`config.mk`:
```
export PLATFORM = sky130hd
export DESIGN_NAME = counter_ctrl
export DESIGN_NICKNAME = d
export VERILOG_FILES = /design/src/rtl/counter_ctrl.sv
export SDC_FILE = /design/constraint.sdc
export NUM_CORES = 1
export LEC_CHECK = 0
export BUFFER_PORTS_ARGS = -buffer_cell sky130_fd_sc_hd__buf_2
export CAP_MARGIN = 20
export CORE_ASPECT_RATIO = 0.9
export CORE_MARGIN = 5
export CORE_UTILIZATION = 29
export DETAILED_ROUTE_END_ITERATION = 10
export PLACE_DENSITY = 0.62
export SLEW_MARGIN = 30
export SYNTH_ARGS = -nofsm -noshare
export SYNTH_HDL_FRONTEND = slang
export SYNTH_SLANG_ARGS = --single-unit
```
`constraint.sdc`:
```
create_clock -name clk -period 2.6 [get_ports clk]
set_clock_uncertainty 0.1 [all_clocks]
set_input_delay 0.13 -clock clk [delete_from_list [all_inputs] [get_ports clk]]
set_output_delay 0.13 -clock clk [all_outputs]
set_load 0.005 [all_outputs]
```
`src/rtl/counter_ctrl.sv`:
```
// CPU-side register window for the three-channel down-counter: decodes loads/stores, drives load strobe/value/channel, reads counts back.
// Latency (request cycle to cpu_ready, inclusive): CTRL/miss 2, count write WE_HOLD+2, count read RD_WAIT+2.
// Backpressure: the CPU holds mem_w/mem_r and stalls until the one-cycle cpu_ready pulse; requests are only accepted in IDLE.
module counter_ctrl #(
  parameter logic [31:0] BASE_ADDR = 32'hFFFF_FF00,
  parameter int unsigned WE_HOLD   = 4,
  parameter int unsigned RD_WAIT   = 2
) (
  input  logic        clk,
  input  logic        reset,
  input  logic        mem_w,
  input  logic        mem_r,
  input  logic [31:0] addr,
  input  logic [31:0] data_in,
  output logic [31:0] data_out,
  output logic        cpu_ready,
  output logic        counter_we,
  output logic [31:0] counter_val,
  output logic [1:0]  counter_ch,
  input  logic [31:0] counter_out,
  input  logic        counter0_out,
  input  logic        counter1_out,
  input  logic        counter2_out,
  output logic        irq
);

  typedef enum logic [2:0] {IDLE, LOAD, RSEL, RWAIT, DONE} state_t;

  // Down-counters hold (remaining cycles - 1) so the exit test is cnt == 0.
  localparam logic [3:0] WE_CNT = 4'(WE_HOLD - 1);
  localparam logic [3:0] RD_CNT = 4'(RD_WAIT - 1);

  state_t      state, state_nxt;
  logic [3:0]  cnt, cnt_nxt;
  logic [31:0] val_nxt, dout_nxt;
  logic [1:0]  ch_nxt;
  logic [2:0]  enable, enable_nxt;
  logic [2:0]  pending, pending_nxt;
  logic [2:0]  hist, flags, clr;
  logic        hit, is_ctrl;
  logic        unused_addr_lsb;

  assign hit             = (addr[31:4] == BASE_ADDR[31:4]);
  assign is_ctrl         = (addr[3:2] == 2'd3);
  assign flags           = {counter2_out, counter1_out, counter0_out};
  assign unused_addr_lsb = ^addr[1:0];

  // Next-state, datapath and interrupt-pending logic.
  always_comb begin
    state_nxt  = state;
    cnt_nxt    = cnt;
    val_nxt    = counter_val;
    ch_nxt     = counter_ch;
    dout_nxt   = data_out;
    enable_nxt = enable;
    clr        = 3'b000;
    case (state)
      IDLE: begin
        if (mem_w || mem_r) begin
          if (!hit) begin
            dout_nxt  = 32'd0;
            state_nxt = DONE;
          end else if (mem_w) begin
            // A simultaneous read request is treated as a write.
            if (is_ctrl) begin
              enable_nxt = data_in[2:0];
              clr        = data_in[6:4];
              state_nxt  = DONE;
            end else begin
              val_nxt   = data_in;
              ch_nxt    = addr[3:2];
              cnt_nxt   = WE_CNT;
              state_nxt = LOAD;
            end
          end else if (is_ctrl) begin
            dout_nxt  = {25'd0, pending, 1'b0, enable};
            state_nxt = DONE;
          end else begin
            ch_nxt    = addr[3:2];
            cnt_nxt   = RD_CNT;
            state_nxt = RSEL;
          end
        end
      end
      LOAD: begin
        if (cnt == 4'd0) state_nxt = DONE;
        else             cnt_nxt   = cnt - 4'd1;
      end
      RSEL, RWAIT: begin
        if (cnt == 4'd0) begin
          dout_nxt  = counter_out;
          state_nxt = DONE;
        end else begin
          cnt_nxt   = cnt - 4'd1;
          state_nxt = RWAIT;
        end
      end
      DONE:    state_nxt = IDLE;
      default: state_nxt = IDLE;
    endcase
    // A rising zero flag beats a same-cycle write-1-to-clear.
    pending_nxt = (pending & ~clr) | (flags & ~hist);
  end

  // State and datapath registers; reset returns everything to idle at once.
  always_ff @(posedge clk or negedge reset) begin
    if (!reset) begin
      state       <= IDLE;
      cnt         <= 4'd0;
      counter_val <= 32'd0;
      counter_ch  <= 2'd0;
      data_out    <= 32'd0;
      enable      <= 3'b000;
      pending     <= 3'b000;
      hist        <= 3'b000;
    end else begin
      state       <= state_nxt;
      cnt         <= cnt_nxt;
      counter_val <= val_nxt;
      counter_ch  <= ch_nxt;
      data_out    <= dout_nxt;
      enable      <= enable_nxt;
      pending     <= pending_nxt;
      hist        <= flags;
    end
  end

  // Strobes decode straight from the state register so reset kills them immediately.
  assign counter_we = (state == LOAD);
  assign cpu_ready  = (state == DONE);
  assign irq        = |(pending & enable);

endmodule

```
# Word level (Yosys, flattened, before mapping)
# Index checks and enable logic that the tools add are counted.
# classes
n_reduce_logical	14
order_cmp	0
eq_ne	14
addsub	1
n_mux	26
div	0
multipliers	0
bitwise	7
shift	0
# op_table
operator	count
32-bit 2-to-1 mux	5
32-bit one-hot mux with 2 select lines	1
3-bit 2-to-1 mux	12
28-bit == test, second input constant	1
4-bit 2-to-1 mux	6
5-bit AND reduction	4
2-bit != test, second input constant	5
3-bit bitwise AND	3
3-bit one-hot mux with 3 select lines	1
4-bit one-hot mux with 2 select lines	1
3-bit by 2-bit == test with 1-bit output, second input constant	2
3-bit != test, second input constant	2
3-bit NOT	2
3-bit OR reduction	2
4-bit zero test	1
4-bit AND reduction	1
2-bit nonzero test	2
4-bit by 1-bit subtractor with 4-bit output, second input constant	1
3-bit by 1-bit == test with 1-bit output, second input constant	1
3-bit == test, second input constant	1
3-bit zero test	1
3-bit OR	1
2-bit == test, second input constant	1
2-bit by 1-bit != test with 1-bit output, second input constant	1
other kinds (4)	4
# totals
in_bits	103
latchBits	0
mem_count	0
mem_bits_ro	0
word_cells	70
ff_bits	82
ram_bits	0

# Longest topological paths before layout
# Gate-level depths: netlist (run 1).
# depth
word_depth	9
depth_mapped	8
depth_no_buf	7

# Worst setup path after synthesis (run 1)
# OpenSTA, ideal clock, no wires.
# synth_path
path_type	input to register
start	in addr[5]
end	reg data_out[2]
arrival_ps	2462
cell_stages	7
setup_slack_ps	-89
setup_time_ps	127
path_cell_list	or4b_1 > or4_4 > or4_1 > buf_2 > o21ai_4 > buf_6 > mux2_1
# synth_via
elab_chain_len	4
word_cells_on_any_way	7
classes_between	3 x eq/ne; 3 x mux; 1 x reduce/logical
# synth_lines
element	line	rtl
start: declaration	13	input logic [31:0] addr,
28-bit == test *	43	assign hit = (addr[31:4] == BASE_ADDR[31:4]);
32-bit 2-to-1 mux	60	if (!hit) begin
32-bit 2-to-1 mux	59	if (mem_w || mem_r) begin
32-bit one-hot mux with 2 select lines	57	case (state)
end signal: assignment	121	data_out <= dout_nxt;
end: declaration	15	output logic [31:0] data_out,
# Every way passes the cells marked *; elsewhere a longest branch is shown, timed or not. The select of a mux whose other input is x is not followed.
# A chain may end at the register's enable or synchronous reset.

# Final worst setup path (run 1)
# layout_path
start	in addr[5]
end	reg data_out[23]
# Same word-level chain as after synthesis.

==> results of run 1 <==
-- logic make-up (layout without fill, tap and decap cells) --
kind of cell | after synthesis | after routing | synth area share (%)
AND/OR/NAND/NOR | 75 | 75 | 12.60
XOR/XNOR | 1 | 1 | 0.2500
AO/OA/AOI/OAI | 54 | 54 | 11.21
flip-flops | 82 | 82 | 58.55
buffers and inverters | 23 | 238 | 2.856
multiplexers | 43 | 43 | 13.82
adder cells (fa/ha/maj) | 2 | 2 | 0.7139
-- sequential cells by signal (all words and copies together), names as in the netlist --
| signal | flops |
|---|---|
| cnt | 4 |
| data_out | 32 |
| hist | 3 |
| counter_ch | 2 |
| state | 3 |
| counter_val | 32 |
| enable | 3 |
| pending | 3 |
-- worst max-delay path, cell delays in order --
cell and delay [ps]:
buf_2 90, or4b_1 500, or4_4 440, or4_4 570, o21ai_4 280, buf_4 310
a21o_1 160
-- path summary, 6_finish.rpt --
check / end / cells past startpoint / slack (ps)
worst max-delay path: data_out[23]$_DFFE_PN0P_ / 7 / 260
worst min-delay path: data_out[13]$_DFFE_PN0P_ / 3 / 20
worst max register to register: data_out[23]$_DFFE_PN0P_ / 6 / 320
worst min register to register: data_out[18]$_DFFE_PN0P_ / 1 / 370
max in group asynchronous: hist[0]$_DFF_PN0_ / 2 / 1570
min in group asynchronous: data_out[23]$_DFFE_PN0P_ / 2 / 320
-- report_power, final --
group,switching [mW],total [mW],leakage (nW),internal (mW)
Clock,0.445,1.09,0.123,0.649
Combinational,0.121,0.247,1.92,0.127
Sequential,0.0149,1.30,1.11,1.29
Total,0.580,2.64,3.16,2.06
-- cell usage in the layout, fill, tap and decap left out, types with 7 or more instances in the layout --
cell           instances
buf_2                168
dfrtp_1               82
dlygate4sd3_1         41
mux2_2                39
and3_1                26
a21o_1                26
nand2_1               17
clkbuf_16              9
inv_1                  8
o21ai_0                8
buf_4                  7
-- metal layers --
metal | global-route usage (%) | part of all wire (%) | vias to the layer above | wire length [µm]
li1 | - | - | 1432 | -
met1 | 16.05 | 40 | 1431 | 3947
met2 | 24.31 | 50 | 113 | 4879
met3 | 4.851 | 7.7 | 21 | 760
met4 | 4.932 | 2.6 | 0 | 256
met5 | 0 | 0 | - | 0
-- cell type report --
type / instances / area (µm²)
Timing Repair Buffer: 218 / 1335
Clock inverter: 1 / 5.005
Clock buffer: 11 / 242.7
Sequential cell: 82 / 2052
Tap cell: 160 / 200.2
Inverter: 8 / 30.03
Multi-Input combinational cell: 175 / 1364
Fill cell: 1102 / 6705
-- repair_timing --
item | 4_1_cts | 5_1_grt
hold buffers | 41 | 0
endpoints found under the setup margin | 0 | 22
resized for setup | 0 | 1
hold endpoints to repair | 128 | 0
-- through the flow --
| step | instance area, µm² | util (%) |
|---|---|---|
| floorplan | 3515 | - |
| global placement | 4562 | 38.23 |
| detailed placement | 4566 | 38.26 |
| CTS | 5224 | 43.77 |
| global route | 5229 | 43.81 |
| finish | 5229 | 43.81 |
==> results.yml, run 1 <==
grt:
  grt_max_degree: 83
  track_usage_pct: 13.95
  grt_pass1_wl_um: 16160
  grt_pass1_vias: 3294
  grt-ovfl-total: 0
  antenna_found_initial: 0
clocking:
  clock_latency_ps: 330
  cts_setup_buffers: 0
  cts.sinks: 82
  cts_tree: "built"
  clockRootBuffer: "clkbuf_16"
  clk_pin_slew_worst_paths_ps: 60
  h-tree-depth: 3
  cts_buffers: 9
  clk_path_buf_depth: 2
logic_synthesis:
  synth_flop_cell: "dfrtp_1"
  avgSynthCellArea_um2: 12.52
  async_reset_ff_share_pct: 100.0
  synth_nets: 385
  synth-seq-cells: 82
  synth_edf_count: 0
  ys_seq_area_share_pct: 58.55
  synth_cell_types: 42
  synthTopCellsByCount: "dfrtp_1, mux2_2, a21o_1, and3_1, nand2_1"
  synthTopCellsByArea: "dfrtp_1, mux2_2, a21o_1, and3_1, nand2_1"
  synth.most_common_cell: "dfrtp_1"
  yosysWarnings: 0
  synth_area_um2: 3505
  synth_largest_type_area_fraction_pct: 58.55
  yosys.area.top_type: "dfrtp_1"
  syn_inst: 280
cells_and_area:
  area_growth_pct: 49.20
  finalNonFillerCells: 655
  diodes: 0
  nNetsFinal: 599
  drive_gt1_share_pct: 47.27
pwr:
  p_leak_nw: 3.156
  peakVddDrop_mv: 0.4173
  power_mw: 2.645
  power_density_nw_per_um2: 505.8
timing:
  finalSetupViolCount: 0
  worst_slew_pin_slew_ps: 748.2
  fmaxAchievable_mhz: 427.7
  rsz0062_at_grt: "false"
  fin_setup_tns_ps: 0
  fin_crit_sh_pct: 89.93
  timing.hold.ws_ps: 18.26
  min_period_ps: 2338
  hold_viol: 0
  slew_headroom_pct: 50.12
  maxSlewViolCount: 0
  fin_ws_ps: 261.8
flow_run:
  drv_cap: 0
status:
  status: "finished clean"
placement:
  gp_congestion: 0.8142
  post-place-cells: 602
  place_hpwl_um: 6970
  port_buffers: 169
  place_ws_ps: -106.8
detailed_routing:
  antenna_left: 0
  viasPerCell: 4.576
  firstDrtPassIters: 4
  wl_um: 9843
  drt-initial-drc-count: 100
  drc: 0
  wl_per_cell_um: 15.03
  via_count: 2997
floorplan:
  design.die.area_um2: 14390
  die_h_um: 114.3
  initial_core_util_pct: 29.37
  die_w_um: 125.9
  rows: 38
  core-area_um2: 11930
  num_io_pins: 172
worst_setup_path:
  cp.required_ps: 2760
  end_kind: "flop"
  start_kind: "input pin"
  worst-endpoint-arrival_ps: 2500
  worstSetupPathType: "input pin to flop"
  r2r-start: "state[2]$_DFFE_PN0P_"
  cp-startpoint: "addr[5]"
  worstPathMaxFanout: 22
worst_hold_path:
  min_path_type: "input pin to flop"
  hold_path.startpoint: "counter_out[13]"
Note: power is estimated with default switching activity, not from simulation.
==> run 2: changes to the inputs <==
- BUFFER_PORTS_ARGS: -buffer_cell sky130_fd_sc_hd__buf_2 -> default
- DONT_BUFFER_PORTS: default -> 1
- PLACE_DENSITY: 0.62 -> 0.5
==> run 2 against run 1 <==
  * Highest routed layer unchanged
  * Clock power rose by 20%
  * Critical path depth rose by 2
  * Non-clock buffer count fell by 135
  * Flip-flop and latch count did not move
  * Sequential power barely moved
  * Routed wire length fell by 5.0%
  * Maximum frequency rose by 3.4%
  * Die area did not move
==> results.yml, run 2 (synthesis gave the netlist of run 1 again) <==
worst_setup_path:
  cp.required_ps: 2730
  reg2reg_slack_ps: 340
  worstPathCellList: "inv_1, ha_1, nor3b_1, nand2_1, a21oi_1, o21ai_4, buf_12, buf_4, a21o_1"
  end_kind: "flop"
  r2r-start: "cnt[0]$_DFFE_PN0P_"
  cp-startpoint: "cnt[0]$_DFFE_PN0P_"
  start_kind: "flop"
  worstPathMaxFanout: 21
  r2r_end: "data_out[26]$_DFFE_PN0P_"
  path_buf_inv: 3
  worstSetupPathType: "flop to flop"
  worst-endpoint-arrival_ps: 2390
  r2r.worst_path.cells: 9
  crit_slowest_cell: "dfrtp_1"
  cp_slowest_stage_delay_ps: 390
  worstSetupEndpoint: "data_out[26]$_DFFE_PN0P_"
  path_delay_family: "compound AO/OA/AOI/OAI gates"
  cp.depth: 9
grt:
  grt-ovfl-total: 0
  antenna_found_initial: 0
  grtUsageMet3_pct: 5.224
  grt_max_degree: 83
  grt_util_met1_pct: 15.52
  grt_pass1_wl_um: 15020
  grt_pass1_vias: 2771
  track_usage_pct: 13.34
  grt.busiest_layer: "met2"
  grt_use_met2_pct: 22.06
placement:
  place_hpwl_um: 6313
  placed_area_um2: 3745
  gp_congestion: 0.7340
  port_buffers: 0
flow_run:
  drv_cap: 0
floorplan:
  initial_core_util_pct: 29.37
  die_w_um: 125.9
  core-area_um2: 11930
  die_h_um: 114.3
  rows: 38
  num_io_pins: 172
  design.die.area_um2: 14390
cells_and_area:
  drive_gt1_share_pct: 20.05
  nNetsFinal: 464
  layout.cells.most_common_list: "dfrtp_1, dlygate4sd3_1, mux2_2, and3_1, a21o_1"
  fill_cells: 1135
  final_area_um2: 4805
  post-route-util_pct: 40.26
  diodes: 0
  reg_top3: "counter_val (32), data_out (32), cnt (4)"
  area_growth_pct: 37.09
  final_common_cell: "dfrtp_1"
status:
  status: "finished clean"
timing:
  timing.hold.ws_ps: 74.38
  worst_slew_pin_slew_ps: 518.9
  fmaxAchievable_mhz: 442.4
  maxSlewViolCount: 0
  finalSetupViolCount: 0
  fin_setup_tns_ps: 0
  rsz0062_at_grt: "false"
  fin_crit_sh_pct: 86.94
  hold_viol: 0
  slew_headroom_pct: 65.14
  min_period_ps: 2260
pwr:
  peakVddDrop_mv: 0.4100
  p_leak_nw: 2.561
  power_mw: 2.838
  power_density_nw_per_um2: 590.6
detailed_routing:
  antenna_left: 0
  drt-initial-drc-count: 105
  drc: 0
  firstDrtPassIters: 4
  viasPerCell: 4.830
  wl_per_cell_um: 17.85
  wl_um: 9355
  via_count: 2531
clocking:
  cts_tree: "built"
  clockRootBuffer: "clkbuf_16"
  h-tree-depth: 3
  clock_latency_ps: 340
  clk_pin_slew_worst_paths_ps: 70
  cts_buffers: 9
  cts.sinks: 82
  clk_path_buf_depth: 2
worst_hold_path:
  min_path_type: "input pin to flop"
==> run 2: changes by cell type in the layout (fill, tap and decap cells not counted), sizes merged <==
cell         change
clkinv           +1
dlygate4sd3     +31
buf            -166
inv              +3
clkinvlp         +1
clkbuf           -2
bufinv           +1
==> run 2: per-stage QoR <==
step	std cells	setup slack, ps
6_report	524	339.6
5_1_grt	524	156.0
3_3_place_gp	435	54.84
4_1_cts	524	336.7
2_1_floorplan	280	0.2116
3_5_place_dp	435	12.49
==> run 2: how the worst min path moves through the flow <==
stage,start,to,cells after the start
final,addr[3],pending[2]$_DFF_PN0_,3
after global routing,addr[3],pending[0]$_DFF_PN0_,3
after CTS,addr[3],pending[2]$_DFF_PN0_,3
after detailed placement,reset,counter_val[12]$_DFFE_PN0P_,0
after global placement,reset,counter_val[12]$_DFFE_PN0P_,0
after floorplan,reset,cnt[0]$_DFFE_PN0P_,0
==> run 2: cell type report <==
type / instances / area (µm²) / share of cell area (%)
Tap cell: 160 / 200.2 / 4.167
Sequential cell: 82 / 2052 / 42.71
Inverter: 8 / 30.03 / 0.6250
Clock buffer: 9 / 225.2 / 4.687
Clock inverter: 7 / 86.33 / 1.797
Multi-Input combinational cell: 175 / 1363 / 28.36
Timing Repair Buffer: 83 / 848.3 / 17.66
==> run 2: report_power, final <==
group / internal (mW) / switching, mW / total [mW]
logic: 0.116 / 0.115 / 0.232
registers: 1.29 / 0.0101 / 1.30
clock network: 0.764 / 0.545 / 1.31
total: 2.17 / 0.670 / 2.84
==> run 2: what timing repair did <==
action / CTS / global route
endpoints found under the hold margin: 159 / 0
setup buffers: 0 / 0
gates resized for setup: 0 / 0
hold buffers: 73 / 0
==> run 2: per-layer routing <==
layer | wire, µm | up-vias | part of all wire [%]
li1 | - | 1165 | -
met1 | 3743 | 1238 | 40
met2 | 4553 | 107 | 49
met3 | 832 | 21 | 8.9
met4 | 225 | 0 | 2.4
met5 | 0 | - | 0
==> run 2: tightest hold or removal path: cells and delay by family <==
family                 cells  cell delay, ps
buffers and inverters      1             160
AO/OA/AOI/OAI              1             140
AND/OR/NAND/NOR            1              50
